## src/rtl/frog_game_ctrl.sv

```systemverilog
// -----------------------------------------------------------------------------
// frog_game_ctrl
//
// Game-flow sequencer for the frog VGA game. Tracks lives, level and score and
// freezes / restarts the sprites through the IDLE, PLAY, DYING, WIN and OVER
// phases. Every decision is taken on the frame-end i_animate strobe, so game
// time advances in frames, not clocks. All outputs are registered.
//
// Ports:
//   i_clk       system clock
//   i_rst_n     asynchronous active-low reset
//   i_animate   one-cycle frame-end strobe
//   i_start     start button (synchronised, active-high)
//   i_hit       frog/obstacle overlap (level)
//   i_frog_y1   frog top edge
//   o_frog_rst  one-cycle pulse returning the frog to its spawn point
//   o_freeze    high: sprites hold position
//   o_frog_vis  frog drawn when high
//   o_lives     remaining lives
//   o_level     current level, 1..MAX_LEVEL
//   o_score     score, saturating at 255
//   o_state     IDLE=0, PLAY=1, DYING=2, WIN=3, OVER=4
// -----------------------------------------------------------------------------
module frog_game_ctrl #(
   parameter int LIVES        = 3,
   parameter int DEATH_FRAMES = 60,
   parameter int WIN_FRAMES   = 30,
   parameter int GOAL_Y       = 40,
   parameter int MAX_LEVEL    = 7,
   parameter int FLASH_SH     = 3
) (
   input  logic        i_clk,
   input  logic        i_rst_n,
   input  logic        i_animate,
   input  logic        i_start,
   input  logic        i_hit,
   input  logic [11:0] i_frog_y1,
   output logic        o_frog_rst,
   output logic        o_freeze,
   output logic        o_frog_vis,
   output logic [1:0]  o_lives,
   output logic [2:0]  o_level,
   output logic [7:0]  o_score,
   output logic [2:0]  o_state
);

   typedef enum logic [2:0] {
      ST_IDLE  = 3'd0,
      ST_PLAY  = 3'd1,
      ST_DYING = 3'd2,
      ST_WIN   = 3'd3,
      ST_OVER  = 3'd4
   } state_t;

   localparam logic [1:0]  LIVES_INIT = 2'(LIVES);
   localparam logic [2:0]  LEVEL_MAX  = 3'(MAX_LEVEL);
   localparam logic [7:0]  DEATH_LAST = 8'(DEATH_FRAMES - 1);
   localparam logic [7:0]  WIN_LAST   = 8'(WIN_FRAMES - 1);
   localparam logic [11:0] GOAL_LINE  = 12'(GOAL_Y);

   state_t      state_q, state_d;
   logic [1:0]  lives_q, lives_d;
   logic [2:0]  level_q, level_d;
   logic [7:0]  score_q, score_d;
   logic [7:0]  fcnt_q, fcnt_d;
   logic        start_pend_q, start_pend_d;
   logic        start_q, start_d;
   logic        frog_rst_q, frog_rst_d;
   logic        freeze_q, freeze_d;
   logic        vis_q, vis_d;

   logic        start_edge;
   logic        start_req;
   logic [8:0]  score_sum;

   always_comb begin
      start_d    = i_start;
      start_edge = i_start & ~start_q;
      // An edge arriving on the same clock as the animate still counts.
      start_req  = start_pend_q | start_edge;
      // Score grows 9 bits wide so the carry reveals overflow before clamping.
      score_sum  = {1'b0, score_q} + {6'd0, level_q};

      state_d      = state_q;
      lives_d      = lives_q;
      level_d      = level_q;
      score_d      = score_q;
      fcnt_d       = fcnt_q;
      start_pend_d = 1'b0;
      frog_rst_d   = 1'b0;

      case (state_q)
         ST_IDLE, ST_OVER: begin
            start_pend_d = start_req;
            if (i_animate && start_req) begin
               lives_d      = LIVES_INIT;
               level_d      = 3'd1;
               score_d      = 8'd0;
               frog_rst_d   = 1'b1;
               start_pend_d = 1'b0;
               state_d      = ST_PLAY;
            end
         end
         ST_PLAY: begin
            if (i_animate) begin
               // Collision wins over reaching the goal in the same frame.
               if (i_hit) begin
                  state_d = ST_DYING;
               end else if (i_frog_y1 < GOAL_LINE) begin
                  score_d = score_sum[8] ? 8'hFF : score_sum[7:0];
                  state_d = ST_WIN;
               end
            end
         end
         ST_DYING: begin
            if (i_animate) begin
               if (fcnt_q == DEATH_LAST) begin
                  lives_d = (lives_q != 2'd0) ? lives_q - 2'd1 : 2'd0;
                  if (lives_q <= 2'd1) begin
                     state_d = ST_OVER;
                  end else begin
                     frog_rst_d = 1'b1;
                     state_d    = ST_PLAY;
                  end
               end else begin
                  fcnt_d = fcnt_q + 8'd1;
               end
            end
         end
         ST_WIN: begin
            if (i_animate) begin
               if (fcnt_q == WIN_LAST) begin
                  level_d    = (level_q < LEVEL_MAX) ? level_q + 3'd1 : LEVEL_MAX;
                  frog_rst_d = 1'b1;
                  state_d    = ST_PLAY;
               end else begin
                  fcnt_d = fcnt_q + 8'd1;
               end
            end
         end
         default: begin
            if (i_animate) begin
               state_d = ST_IDLE;
            end
         end
      endcase

      if (state_d != state_q) begin
         fcnt_d = 8'd0;
      end
      if (state_d == ST_OVER) begin
         lives_d = 2'd0;
      end

      // Sprite controls are derived from the next state so they register
      // together with it and change in the same cycle as o_state.
      freeze_d = (state_d != ST_PLAY);
      case (state_d)
         ST_DYING: vis_d = ~fcnt_d[FLASH_SH];
         ST_OVER:  vis_d = 1'b0;
         default:  vis_d = 1'b1;
      endcase
   end

   always_ff @(posedge i_clk or negedge i_rst_n) begin
      if (!i_rst_n) begin
         state_q      <= ST_IDLE;
         lives_q      <= LIVES_INIT;
         level_q      <= 3'd1;
         score_q      <= 8'd0;
         fcnt_q       <= 8'd0;
         start_pend_q <= 1'b0;
         start_q      <= 1'b0;
         frog_rst_q   <= 1'b0;
         freeze_q     <= 1'b1;
         vis_q        <= 1'b1;
      end else begin
         state_q      <= state_d;
         lives_q      <= lives_d;
         level_q      <= level_d;
         score_q      <= score_d;
         fcnt_q       <= fcnt_d;
         start_pend_q <= start_pend_d;
         start_q      <= start_d;
         frog_rst_q   <= frog_rst_d;
         freeze_q     <= freeze_d;
         vis_q        <= vis_d;
      end
   end

   assign o_frog_rst = frog_rst_q;
   assign o_freeze   = freeze_q;
   assign o_frog_vis = vis_q;
   assign o_lives    = lives_q;
   assign o_level    = level_q;
   assign o_score    = score_q;
   assign o_state    = state_q;

endmodule

```

## config.mk

```make
export PLATFORM = sky130hd
export DESIGN_NAME = frog_game_ctrl
export DESIGN_NICKNAME = d
export VERILOG_FILES = /design/src/rtl/frog_game_ctrl.sv
export SDC_FILE = /design/constraint.sdc
export NUM_CORES = 1
export LEC_CHECK = 0
export BUFFER_PORTS_ARGS = -buffer_cell sky130_fd_sc_hd__buf_2
export CAP_MARGIN = 5
export CORE_MARGIN = 2
export CORE_UTILIZATION = 30
export CTS_CLUSTER_SIZE = 14
export DETAILED_ROUTE_END_ITERATION = 10
export SETUP_SLACK_MARGIN = 0.5
export SYNTH_ARGS = -nofsm -noshare
export SYNTH_HDL_FRONTEND = slang
export SYNTH_SLANG_ARGS = --single-unit
export TNS_END_PERCENT = 20
```

## constraint.sdc

```tcl
create_clock -name i_clk -period 1.79 [get_ports i_clk]
set_input_delay 0.179 -clock i_clk [delete_from_list [all_inputs] [get_ports i_clk]]
set_output_delay 0.179 -clock i_clk [all_outputs]
set_load 0.005 [all_outputs]
```

# == Word-level counts from Yosys, hierarchy flattened ==
# Index checks and enable logic that the tools add are counted.
# op_classes
n_bitwise,4
n_eq_ne,23
n_reduce_logical,12
n_addsub,4
shift,0
n_mul,0
n_div,0
mux,44
order_cmp,3
# ops
op,n
2-to-1 mux 8 bit,10
2-to-1 mux 3 bit,14
case mux 8 bit (2 select lines),2
"!= test 3 bit, second input constant",7
"less-than comparator 12 x 6 -> 1 bit, second input constant",1
"!= test 2 bit, second input constant",6
case mux 3 bit (4 select lines),1
2-to-1 mux 2 bit,5
AND reduction 5 bit,2
adder 8 x 3 -> 9 bit,1
"equality test 3 x 2 -> 1 bit, second input constant",3
"adder 8 x 1 -> 8 bit, second input constant",1
"equality test 8 x 5 -> 1 bit, second input constant",1
"equality test 8 x 6 -> 1 bit, second input constant",1
2-to-1 mux 1 bit,8
AND reduction 4 bit,2
"equality test 3 bit, second input constant",2
case mux 3 bit (2 select lines),1
nonzero test 2 bit,3
nonzero test 3 bit,2
case mux 2 bit (2 select lines),1
"adder 3 x 1 -> 3 bit, second input constant",1
"equality test 3 x 1 -> 1 bit, second input constant",1
zero test 3 bit,1
12 further kinds,13
# totals
romBits,0
n_memories,0
elab_cells,101
latchBits,0
ramBits,0
output_inout_bits,19
reg_bits,29
in_bits,17

# == Logic depth before layout (Yosys ltp) ==
# depth
depth_word,10
mapped_depth,8

# == Worst setup path after synthesis ==
# OpenSTA, ideal clock, no wires.
# synth_path
path_type,register to register
startpoint,reg level_q[0] (netlist: o_level[0])
endpoint,reg score_q[3] (netlist: o_score[3])
arrival_ps,1739
setup_slack_ps,-14
setup_ps,65
path_stages_with_launch,8
n_path_buf,0
cell_sequence,dfstp_2 ha_1 fa_1 a21oi_1 nor3_1 nor2_1 a21boi_0 o22a_1
# synth_between
elab_chain_cells,6
# synth_lines
element,line,source
from (decl),63,"logic [2:0] level_q, level_d;"
from (signal assigned),180,level_q <= level_d;
adder 8 x 3 -> 9 bit,82,"score_sum = {1'b0, score_q} + {6'd0, level_q};"
2-to-1 mux 8 bit,110,score_d = score_sum[8] ? 8'hFF : score_sum[7:0];
2-to-1 mux 8 bit,109,end else if (i_frog_y1 < GOAL_LINE) begin
2-to-1 mux 8 bit,107,if (i_hit) begin
2-to-1 mux 8 bit,105,if (i_animate) begin
case mux 8 bit (2 select lines),92,case (state_q)
to (signal assigned),181,score_q <= score_d;
to (decl),64,"logic [7:0] score_q, score_d;"
# Every way passes these cells. The select of a mux whose other input is x is not followed.
# A chain may end at the register's enable or synchronous reset.

# == Worst setup path in the final report ==
# layout_path
startpoint,reg fcnt_q[1]
endpoint,reg fcnt_q[0]
# layout_between
elab_chain_cells,7
# layout_lines
element,line,source
from (decl),65,"logic [7:0] fcnt_q, fcnt_d;"
from (signal assigned),182,fcnt_q <= fcnt_d;
equality test 8 x 5 -> 1 bit / equality test 8 x 6 -> 1 bit (equally long branches),"132, 117",
2-to-1 mux 3 bit (on tied branches),"132, 117",
2-to-1 mux 3 bit (on tied branches),"131, 116",
case mux 3 bit (4 select lines),92,
!= test 3 bit,148,if (state_d != state_q) begin
!= test 3 bit (no source line) / nonzero test 3 bit (equally long branches),n/a,
AND reduction 5 bit (no source line),n/a,
# Parallel ways exist; a longest one is shown, timed or not.

==> summary.md <==
| Metric | Value |
|---|---|
| Hold Path Stages | `1` |
| Worst-skew pair later-pin latency | `0.27 ns` |
| First-pass GRT wire length | `7530 um` |
| Netlist cell types | `61` |
| Adder-cell share of the synthesized area | `5.14%` |
| Syn_area_per_cell | `9.59 sq um` |
| Post-Route WL | `4550 um` |
| Mapped Nets | `217` |
| Starting DRC count in detailed routing | `88` |
| Vias in the first global route | `1,590` |
| H-tree levels | `2` |
| Nets | `277` |
| Synth-to-layout area growth | `34.6%` |
| Critical Path Sink Type | `flop` |
| Layout cell share with drive strength beyond 1 | `41.1%` |
| Largest net degree at the start of global routing | `30` |
| Mux cell area share after synthesis | `0.541%` |
| Max FO, Critical Path | `4` |
| Worst r2r dst | `fcnt_q[0]` |
| Root buffer cell | `clkbuf_8` |
| Clk buf depth | `2` |
| CP cell instances | `ha_2 > and4b_2 > nand4_4 > o211ai_4 > a211o_4 > buf_12 > nor2_2` |
| Hold Violations, Final | `0` |
| Row count | `28` |
| Max_cap viols | `0` |
| Ys async rst share | `100%` |
| DRC violations left | `0` |
| Initial Utilization | `31.1%` |
| CP Launch Type | `flop` |
| Post-synth top area cell | `dfrtp_1` |
| Clock Sinks | `29` |
| Synth Area in Compound Gates | `20.4%` |
| Ant. Diodes | `0` |
| First-pass iteration count of the detailed router | `4` |
| Syn. warnings | `0` |
| Synth Cell Area | `0.00185 sq mm` |
| Worst VDD drop | `0.502 mV` |
| CTS Buf Count | `5` |
| CTS clk-pin slew, worst paths | `0.06 ns` |
| Routed len/inst | `13.9 um` |
| Die height | `82.5 um` |
| Count leader, synth | `dfrtp_1` |
| Post-synth top cells | `24 x dfrtp_1, 22 x nor2_1, 15 x nand2_1` |
| Vias per inst | `5.13` |
| R2R setup slack | `0.04 ns` |
| Final period util | `97.6%` |
| # IOs | `36` |
| Core ar. | `0.00596 sq mm` |
| Via Count | `1,682` |
| Sum Neg Setup Slack | `0 ns` |
| XOR/XNOR Fraction of Synth Area | `3.31%` |
| Slowest CP cell | `dfrtp_1` |
| Outcome | `complete, no violations` |
| CTS tree | `yes` |
| Worst-case clock skew | `0.00318 ns` |
| Final setup fails | `0` |
| Post-route setup slack | `0.0438 ns` |
| Pleak | `1.12 nW` |
| Fmax | `573 MHz` |
| Period minus WS final | `1.75 ns` |
| CP arrival | `1.95 ns` |
| Gp weighted congestion | `0.763` |
| Syn Inst Count | `193` |
| Antenna-violating nets left | `0` |
| Design Power | `2.20 mW` |
| Power Dens Cells | `885 mW/mm^2` |
| Post-synthesis sequential area ratio | `39.6%` |
| RSZ-0062 raised after global routing | `true` |
| Main synth FF type | `dfrtp_1` |
| Port bufs | `32` |
| CP peak stage delay | `0.41 ns` |
| Critical path data required time | `1.99 ns` |
| GRT Resource Usage Total | `14.4%` |
| Share of the synthesized area in the top cell type | `32.5%` |
| Worst hold path endpoint | `start_q` |
| Placement Cell Area | `0.00219 sq mm` |
| Slew Viols, Final | `0` |
| Post-synth EDFFs | `0` |
| Pre-CTS WS | `0.0185 ns` |
| Setup CP Type | `flop to flop` |
| Initial antenna violation count | `0` |
| Worst-margin pin slew | `0.685 ns` |
| Hold Crit Class | `input port to flop` |
| Largest family of logic cells by synthesized area | `simple AND/OR/NAND/NOR gates` |
| Grt ovf | `0` |
| Slew Limit Headroom | `54.3%` |
| Post-Synth Simple-Gate Area | `26.9%` |
| Hold_sp | `i_start` |
| Hpwl dp | `3270 um` |
| Origin of the critical flop-to-flop path | `fcnt_q[1]` |
| Fin area | `0.00249 sq mm` |
| Synthesis-stage register bit count | `29` |
| Die area | `0.00681 sq mm` |
| Die width | `82.5 um` |
| Worst reg-to-reg path cell count | `7` |
| Synth area leaders | `dfrtp_1 32%, dfstp_2 7.1%, nor2_1 4.5%` |
-- area by class of cell --
class | instances | area [sq um]
Multi-Input combinational cell | 153 | 1170
Fill cell | 609 | 3470
Sequential cell | 29 | 736
Inverter | 5 | 18.8
Timing Repair Buffer | 59 | 389
Tap cell | 75 | 93.8
Clock buffer | 7 | 86.3
-- sequential cells by signal, indices dropped and copies added (netlist names) --
register,count
fcnt_q,8
o_score,8
o_level,3
o_state,3
o_lives,2
o_freeze,1
o_frog_rst,1
o_frog_vis,1
start_pend_q,1
start_q,1
-- per-stage QoR --
stage / cells / hold slack (ns) / util [%]
global route: 328 / 0.0207 / 41.8
finish: 328 / 0.0334 / 41.8
detailed placement: 310 / 0.260 / 36.8
CTS: 324 / 0.0253 / 39.7
global placement: 310 / 0.257 / 36.8
floorplan: 193 / -0.117 / -
-- worst max path at each step --
stage | startpoint | slack, ns | end
floorplan | fcnt_q[0] | 0.10 | fcnt_q[3]
global placement | fcnt_q[0] | 0.05 | fcnt_q[3]
detailed placement | fcnt_q[1] | 0.02 | fcnt_q[3]
CTS | fcnt_q[0] | 0.01 | fcnt_q[3]
global route | fcnt_q[0] | -0.05 | o_lives[0]
finish | fcnt_q[1] | 0.04 | fcnt_q[0]
-- logic make-up after synthesis --
family,Yosys count
AOI/OAI and AO/OA,53
buffers and inverters,11
muxes,1
DFF,29
xor gates and xnor gates,7
and+or+nand+nor,85
adders and majority gates,7
-- critical path, delay by kind of cell (launching register included) --
family	cells	cell delay (ns)
AOI/OAI and AO/OA	2	0.45
adders and majority gates	1	0.21
buffers and inverters	1	0.14
DFF	1	0.41
and+or+nand+nor	3	0.46
-- routing by layer --
metal	GRT usage (%)	part of all wire, %	vias up	wire [um]
met5	0	0	-	0
met2	24.5	46	43	2110
li1	-	-	831	-
met4	2.46	0.33	0	15
met3	3.91	6.4	2	291
met1	18.4	47	806	2130
-- layout by cell type, fill, tap and decap left out, types with 4 or more instances in the layout --
master and n:
a21o_1 4, a21oi_1 9, a31oi_1 5, buf_2 32
buf_4 22, clkbuf_8 6, dfrtp_1 21, dfstp_2 5
ha_1 4, inv_1 5, nand2_1 15, nand3_1 8
nor2_1 17, nor2_2 4, nor2b_1 4, o21ai_0 7
o21ai_1 5, xor2_1 6
-- timing repair --
item | CTS | global route
hold buffers | 1 | 0
pin swaps | 7 | 13
endpoints found under the setup margin | 27 | 29
hold endpoints to repair | 24 | 0
gates resized for setup | 6 | 22
setup buffers | 6 | 4
-- power by group --
| group | total [mW] | leakage (nW) | internal [mW] | switching [mW] |
|---|---|---|---|---|
| Sequential | 0.926 | 0.371 | 0.783 | 0.143 |
| Combinational | 0.737 | 0.701 | 0.382 | 0.355 |
| Clock | 0.540 | 0.0443 | 0.305 | 0.236 |
| Total | 2.20 | 1.12 | 1.47 | 0.733 |
Note: power is estimated with default switching activity, not from simulation.
